**config.mk**
```make
export PLATFORM = sky130hd
export DESIGN_NAME = dvi_timing_gen_flat
export DESIGN_NICKNAME = d
export VERILOG_FILES = /design/src/rtl/dvi_timing_gen_if.sv /design/src/rtl/dvi_timing_gen.sv /design/src/flat_wrapper.sv
export SDC_FILE = /design/constraint.sdc
export NUM_CORES = 1
export LEC_CHECK = 0
export ABC_CLOCK_PERIOD_IN_PS = 1600
export BUFFER_PORTS_ARGS = -buffer_cell sky130_fd_sc_hd__buf_2
export CAP_MARGIN = 20
export CORE_MARGIN = 1
export CORE_UTILIZATION = 50
export DETAILED_ROUTE_END_ITERATION = 7
export PLACE_DENSITY = 0.74
export SYNTH_ARGS = -nofsm -noshare
export SYNTH_HDL_FRONTEND = slang
export SYNTH_SLANG_ARGS = --single-unit
```
**constraint.sdc**
```tcl
create_clock -name clk -period 1.6 [get_ports clk]
set_clock_uncertainty 0.05 [all_clocks]
set_input_delay 0.24 -clock clk [delete_from_list [all_inputs] [get_ports clk]]
set_output_delay 0.24 -clock clk [all_outputs]
set_load 0.01 [all_outputs]
```
**src/rtl/dvi_timing_gen_if.sv**
```systemverilog
// rtl/dvi_timing_gen_if.sv - DVI raster timing bundle; pix_ce present with DVI_TIMING_PIXEL_CE_EN
`ifndef NUM_COLS
`define NUM_COLS 640
`endif
`ifndef log2NUM_COLS
`define log2NUM_COLS 10
`endif
`ifndef NUM_ROWS
`define NUM_ROWS 480
`endif
`ifndef log2NUM_ROWS
`define log2NUM_ROWS 9
`endif

interface dvi_timing_gen_if;
`ifdef DVI_TIMING_PIXEL_CE_EN
  logic                       pix_ce;
`endif
  logic [`log2NUM_COLS-1:0]   x;
  logic [`log2NUM_ROWS-1:0]   y;
  logic                       de;
  logic                       hsync;
  logic                       vsync;
  logic                       line_start;
  logic                       frame_start;

  modport master (
`ifdef DVI_TIMING_PIXEL_CE_EN
    input  pix_ce,
`endif
    output x, y, de, hsync, vsync, line_start, frame_start
  );

  modport slave (
`ifdef DVI_TIMING_PIXEL_CE_EN
    output pix_ce,
`endif
    input  x, y, de, hsync, vsync, line_start, frame_start
  );
endinterface

```
**src/rtl/dvi_timing_gen.sv**
```systemverilog
// rtl/dvi_timing_gen.sv - DVI raster timing generator (x/y, de, syncs, line/frame markers)
// Optional pixel-advance enable via DVI_TIMING_PIXEL_CE_EN.
module dvi_timing_gen #(
  parameter int H_ACTIVE = 640,
  parameter int H_FP     = 16,
  parameter int H_SYNC   = 96,
  parameter int H_BP     = 48,
  parameter int V_ACTIVE = 480,
  parameter int V_FP     = 10,
  parameter int V_SYNC   = 2,
  parameter int V_BP     = 33,
  parameter bit SYNC_POL = 1'b0
) (
  input  logic             clk,
  input  logic             rst_n,
  dvi_timing_gen_if.master bus
);

  localparam int XW = `log2NUM_COLS;
  localparam int YW = `log2NUM_ROWS;

  localparam logic [9:0] H_FP_START   = 10'(H_ACTIVE);
  localparam logic [9:0] H_SYNC_START = 10'(H_ACTIVE + H_FP);
  localparam logic [9:0] H_BP_START   = 10'(H_ACTIVE + H_FP + H_SYNC);
  localparam logic [9:0] H_LAST       = 10'(H_ACTIVE + H_FP + H_SYNC + H_BP - 1);
  localparam logic [9:0] V_FP_START   = 10'(V_ACTIVE);
  localparam logic [9:0] V_SYNC_START = 10'(V_ACTIVE + V_FP);
  localparam logic [9:0] V_BP_START   = 10'(V_ACTIVE + V_FP + V_SYNC);
  localparam logic [9:0] V_LAST       = 10'(V_ACTIVE + V_FP + V_SYNC + V_BP - 1);

  typedef enum logic [1:0] {PH_ACTIVE, PH_FP, PH_SYNC, PH_BP} phase_t;

  logic [9:0] r_h_cnt;
  logic [9:0] r_v_cnt;
  phase_t     w_h_phase;
  phase_t     w_v_phase;
  logic       w_de;
  logic       w_h_last;
  logic       w_v_last;
  logic       w_adv;

`ifdef DVI_TIMING_PIXEL_CE_EN
  assign w_adv = bus.pix_ce;
`else
  assign w_adv = 1'b1;
`endif

  // Phases are pure decodes of the counters; vertical phase therefore only moves at line wrap.
  always_comb begin
    w_h_phase = PH_ACTIVE;
    w_v_phase = PH_ACTIVE;
    if (r_h_cnt >= H_BP_START)        w_h_phase = PH_BP;
    else if (r_h_cnt >= H_SYNC_START) w_h_phase = PH_SYNC;
    else if (r_h_cnt >= H_FP_START)   w_h_phase = PH_FP;
    if (r_v_cnt >= V_BP_START)        w_v_phase = PH_BP;
    else if (r_v_cnt >= V_SYNC_START) w_v_phase = PH_SYNC;
    else if (r_v_cnt >= V_FP_START)   w_v_phase = PH_FP;
    w_de     = (w_h_phase == PH_ACTIVE) && (w_v_phase == PH_ACTIVE);
    w_h_last = (r_h_cnt == H_LAST);
    w_v_last = (r_v_cnt == V_LAST);
  end

  always_ff @(posedge clk or negedge rst_n) begin
    if (!rst_n) begin
      r_h_cnt         <= '0;
      r_v_cnt         <= '0;
      bus.x           <= '0;
      bus.y           <= '0;
      bus.de          <= 1'b0;
      bus.hsync       <= ~SYNC_POL;
      bus.vsync       <= ~SYNC_POL;
      bus.line_start  <= 1'b0;
      bus.frame_start <= 1'b0;
    end else if (w_adv) begin
      if (w_h_last) begin
        r_h_cnt <= '0;
        r_v_cnt <= w_v_last ? 10'd0 : r_v_cnt + 10'd1;
      end else begin
        r_h_cnt <= r_h_cnt + 10'd1;
      end
      // Outputs are decodes of the pre-edge counters, so they all lag by exactly one advance.
      bus.de          <= w_de;
      bus.x           <= w_de ? r_h_cnt[XW-1:0] : '0;
      bus.y           <= w_de ? r_v_cnt[YW-1:0] : '0;
      bus.hsync       <= (w_h_phase == PH_SYNC) ? SYNC_POL : ~SYNC_POL;
      bus.vsync       <= (w_v_phase == PH_SYNC) ? SYNC_POL : ~SYNC_POL;
      bus.line_start  <= w_de && (r_h_cnt == 10'd0);
      bus.frame_start <= (r_h_cnt == 10'd0) && (r_v_cnt == 10'd0);
    end
  end

endmodule

```
**src/flat_wrapper.sv**
```systemverilog
// flat-port wrapper written by rule: the top's interface ports become plain ports
module dvi_timing_gen_flat 
#(
  parameter int H_ACTIVE = 640,
  parameter int H_FP     = 16,
  parameter int H_SYNC   = 96,
  parameter int H_BP     = 48,
  parameter int V_ACTIVE = 480,
  parameter int V_FP     = 10,
  parameter int V_SYNC   = 2,
  parameter int V_BP     = 33,
  parameter bit SYNC_POL = 1'b0
)
  (clk, rst_n, bus_x, bus_y, bus_de, bus_hsync, bus_vsync, bus_line_start, bus_frame_start);
  dvi_timing_gen_if bus_i ();
  input  logic clk;
  input  logic rst_n;
  output wire logic [$bits(bus_i.x)-1:0] bus_x;
  output wire logic [$bits(bus_i.y)-1:0] bus_y;
  output wire logic [$bits(bus_i.de)-1:0] bus_de;
  output wire logic [$bits(bus_i.hsync)-1:0] bus_hsync;
  output wire logic [$bits(bus_i.vsync)-1:0] bus_vsync;
  output wire logic [$bits(bus_i.line_start)-1:0] bus_line_start;
  output wire logic [$bits(bus_i.frame_start)-1:0] bus_frame_start;
  assign bus_x = bus_i.x;
  assign bus_y = bus_i.y;
  assign bus_de = bus_i.de;
  assign bus_hsync = bus_i.hsync;
  assign bus_vsync = bus_i.vsync;
  assign bus_line_start = bus_i.line_start;
  assign bus_frame_start = bus_i.frame_start;
  dvi_timing_gen #(.H_ACTIVE(H_ACTIVE), .H_FP(H_FP), .H_SYNC(H_SYNC), .H_BP(H_BP), .V_ACTIVE(V_ACTIVE), .V_FP(V_FP), .V_SYNC(V_SYNC), .V_BP(V_BP), .SYNC_POL(SYNC_POL)) u_core (.clk(clk), .rst_n(rst_n), .bus(bus_i));
endmodule
```
---- Word level (Yosys, flattened, before mapping) ----
Index checks and enable logic that the tools add are counted.
word-level totals
  flip-flop bits (word level) ............. 44
  input port bits ......................... 2
  output and inout bits ................... 24
cells by class
  add/subtract/negate cells ............... 2
  magnitude comparators ................... 6
  equal/unequal tests ..................... 4
  muxes and demuxes ....................... 12
  reductions and logical operators ........ 7
operators by type and width
  operator               count
  $ge 10x10->1 const B   3
  $ge 10x9->1 const B    3
  $mux 10                3
  $add 10x1->10 const B  2
  $eq 10x10->1 const B   2
  $logic_not 10->1       2
  $mux 9                 1
  $mux 2                 4
  $eq 2x2->1 const B     2
  $logic_not 2->1        2
  $mux 1                 4
  $logic_and 1x1->1      3

---- Depth between registers and ports, before layout ----
  depth in word-level cells ............... 7
  gate-level depth with buffers ........... 6

---- Least setup slack after synthesis ----
OpenSTA, ideal clock, no wires.
  path type ............................... register to register
  start point ............................. register u_core.r_h_cnt[0]
  end point ............................... register u_core.r_v_cnt[3]
  setup time .............................. 0.069 ns
  arrival time ............................ 1.644 ns
  data required time ...................... 1.481 ns
  path slack .............................. -0.163 ns
  cell stages (with the launch flop) ...... 6
  clock period less this slack ............ 1.763 ns
  cells stage by stage .................... dfrtp_1 -> ha_1 -> nand3_4 -> or4_4 -> or3_1 -> nand3_1
between the ends
  longest elaborated chain between the ends .. 1
RTL lines
  what                    RTL line              source
  start, declared         dvi_timing_gen.sv:33  logic [9:0] r_h_cnt;
  start signal, assigned  dvi_timing_gen.sv:79  r_h_cnt <= r_h_cnt + 10'd1;
  $eq 10x10->1            dvi_timing_gen.sv:59  w_h_last = (r_h_cnt == H_LAST);
  end signal, assigned    dvi_timing_gen.sv:77  r_v_cnt <= w_v_last ? 10'd0 : r_v_cnt + 10'd1;
  end, declared           dvi_timing_gen.sv:34  logic [9:0] r_v_cnt;
Every way passes these cells.
A chain may end at the register's enable or synchronous reset.

---- Worst setup path after layout ----
Same ends and word-level chain as after synthesis.

==> reports/results.ini <==
[global_routing]
grt_pass1_vias=1422
grt_use_total=0.222
top_usage_layer=met2
grt_first_pass_wirelength_um=6470
met2_usage=0.371
grt_max_degree=28
grt_overflow=0
use_met3=0.0551
antenna_found_initial=0
globalRouteMet1Util=0.271

[die]
io_pins=26
die_h_um=62.3
rows=21
start_util=0.533
core-area_um2=3420
die_w_um=62.3
dieArea_um2=3880

[critical_path]
critPathLaunch=u_core.r_h_cnt[0]
max_stage_delay_ns=0.45
cp_slowest_cell=or4_4
crit_path_end_kind=flop
required_ns=1.85
crit_fanout=4
critPathKind=flop to flop
worstReg2RegStart=u_core.r_h_cnt[0]
critical_path_arrival_ns=1.91
startpoint_type=flop
path_cells=ha_4, nand3_4, or4_4, or3_1, nand3_1

[routing]
drc_errors=0
vias=1376
wirelength_um=3740
firstDrtPassIters=4
avgViaCountPerCell=5.13
wl_per_cell_um=13.9
dr.first_iter.drc_count=65
antenna_left=0

[sta]
rsz0062_at_grt=true
fin_crit_ns=1.66
fmax_mhz=601
setup_viol=2
setup_tns_ns=-0.0815
worst_slew_margin_rel=0.711
hold_viol=0
timing.final.ws_setup_ns=-0.0627
tightestPinTransition_ns=0.434
drv_slew=0
fin_crit_sh=1.04

[yosys]
synth_nets=165
synth_cells=159
ys_seq_area_frac=0.607
avgSynthCellArea_um2=11.4
yosys_warnings=0
async_flop_share=1.00
synthDistinctLibCells=36
netlist_area_um2=1820
synth-edff-count=0
synth_seq_cells=44
synthFlopType=dfrtp_1

[cells_and_area]
fill_cells=262
fin_nets=227
register_area_um2=1100
final_common_cell=dfrtp_1
fin_cells=268
final_cell_mix=dfrtp_1 (41), buf_4 (34), buf_2 (25), nor2_1 (15), and2_1 (13)
multi_input_area_um2=706
area_growth_pct=31.1
antennaDiodeCount=0
drive_gt1_frac=0.360

[power]
powerDensity_nw_per_um2=761
p_leak_nw=1.27
irDropWorstVdd_uv=453

[clock_tree]
path_clk_slew_ns=0.12
tritoncts=yes
root_buffer=clkbuf_4
cts_buffer_depth=2
clk_latency_ns=0.36
clkSinkCount=44
htreeDepth=2
cts_buffers=5

[run]
maxCapViolCount=0

[placement]
placedCellCount=251
hpwl_um=2530
io_buffer_count=25
gp_congestion=0.921

[min_path]
hold_path_class=input pin to asynchronous set/reset pin

[status]
status=complete, but fails checks
violations=setup timing

[through the flow]
| step | hold slack (ns) | utilization | total power, mW | worst slack, ns | cell area [um^2] |
|---|---|---|---|---|---|
| 6_report | 0.282 | 0.698 | 1.81 | -0.0627 | 2380 |
| 5_1_grt | 0.309 | 0.698 | 1.88 | -0.107 | 2380 |
| 4_1_cts | 0.300 | 0.689 | 1.83 | -0.0370 | 2350 |
| 3_5_place_dp | 0.158 | 0.645 | 1.16 | -0.0477 | 2200 |
| 3_3_place_gp | 0.144 | 0.645 | 1.16 | 0.0309 | 2200 |
| 2_1_floorplan | -0.106 | - | 1.13 | -0.0813 | 1830 |
[routing by layer]
| metal | share of wire | wire, um |
|---|---|---|
| met5 | 0 | 0 |
| met4 | 0.020 | 76 |
| met3 | 0.048 | 178 |
| met2 | 0.51 | 1890 |
| met1 | 0.43 | 1590 |
[registers in the layout, summed over array words and instances (netlist names)]
register                flops
u_core.bus.vsync            1
u_core.r_v_cnt             10
u_core.bus.hsync            1
u_core.bus.frame_start      1
u_core.bus.y                9
u_core.bus.de               1
u_core.bus.x               10
u_core.bus.line_start       1
u_core.r_h_cnt             10
[worst paths after layout]
| kind | end | slack [ns] | cells past startpoint |
|---|---|---|---|
| max | u_core.r_v_cnt[3] | -0.06 | 5 |
| max in group asynchronous | u_core.bus.vsync | 0.66 | 3 |
| max reg2reg | u_core.r_v_cnt[3] | -0.06 | 5 |
| min | u_core.bus.x[7] | 0.28 | 2 |
| min reg2reg | u_core.r_v_cnt[7] | 0.51 | 1 |
| min in group clk | u_core.r_v_cnt[7] | 0.51 | 1 |
[worst max-delay path, delay by kind of cell (launching register included)]
| family | cells | cell delay, ns |
|---|---|---|
| fa+ha+maj | 1 | 0.17 |
| flops | 1 | 0.43 |
| simple gates | 4 | 0.96 |
[report_power, final]
part | switching (mW) | leakage, nW | internal (mW)
Combinational | 0.0213 | 0.647 | 0.00732
Sequential | 0 | 0.578 | 1.11
Clock | 0.346 | 0.0422 | 0.328
[layout make-up]
| type | count | share of cell area |
|---|---|---|
| Sequential cell | 44 | 0.463 |
| Inverter | 8 | 0.0126 |
| Multi-Input combinational cell | 101 | 0.296 |
| Tap cell | 46 | 0.0241 |
| Timing Repair Buffer | 61 | 0.172 |
| Clock inverter | 2 | 0.0147 |
| Clock buffer | 6 | 0.0173 |
[synth_stat cells (2+ instances only)]
library cell,number,share of area
dfrtp_1,42,0.58
nor2_1,15,0.031
and2_1,13,0.045
nand3_1,11,0.030
inv_1,8,0.017
nand2_1,7,0.014
nand4_1,7,0.024
and3_1,5,0.017
o21ai_0,5,0.014
xnor2_1,5,0.024
xor2_1,5,0.024
clkbuf_1,4,0.0083
ha_1,4,0.028
buf_2,2,0.0055
dfstp_2,2,0.029
nor2b_1,2,0.0069
nor4_1,2,0.0069
nor4_2,2,0.014
[logic make-up (layout without fill, tap and decap cells)]
kind of cell    Yosys count  in the layout  synth area share
mux                       1              1           0.00550
fa+ha+maj                 4              4            0.0275
compound gates           11             11            0.0385
simple gates             75             75             0.243
buf+inv                  14             77            0.0303
flops                    44             44             0.607
xor+xnor                 10             10            0.0481
[what timing repair did]
| item | CTS | global route |
|---|---|---|
| setup buffers | 7 | 1 |
| pin swaps | 3 | 1 |
| endpoints found under the hold margin | 16 | 0 |
| gates resized for setup | 2 | 4 |
| setup endpoints to repair | 6 | 12 |
| hold buffers | 1 | 0 |
(Power assumes the default switching activity.)
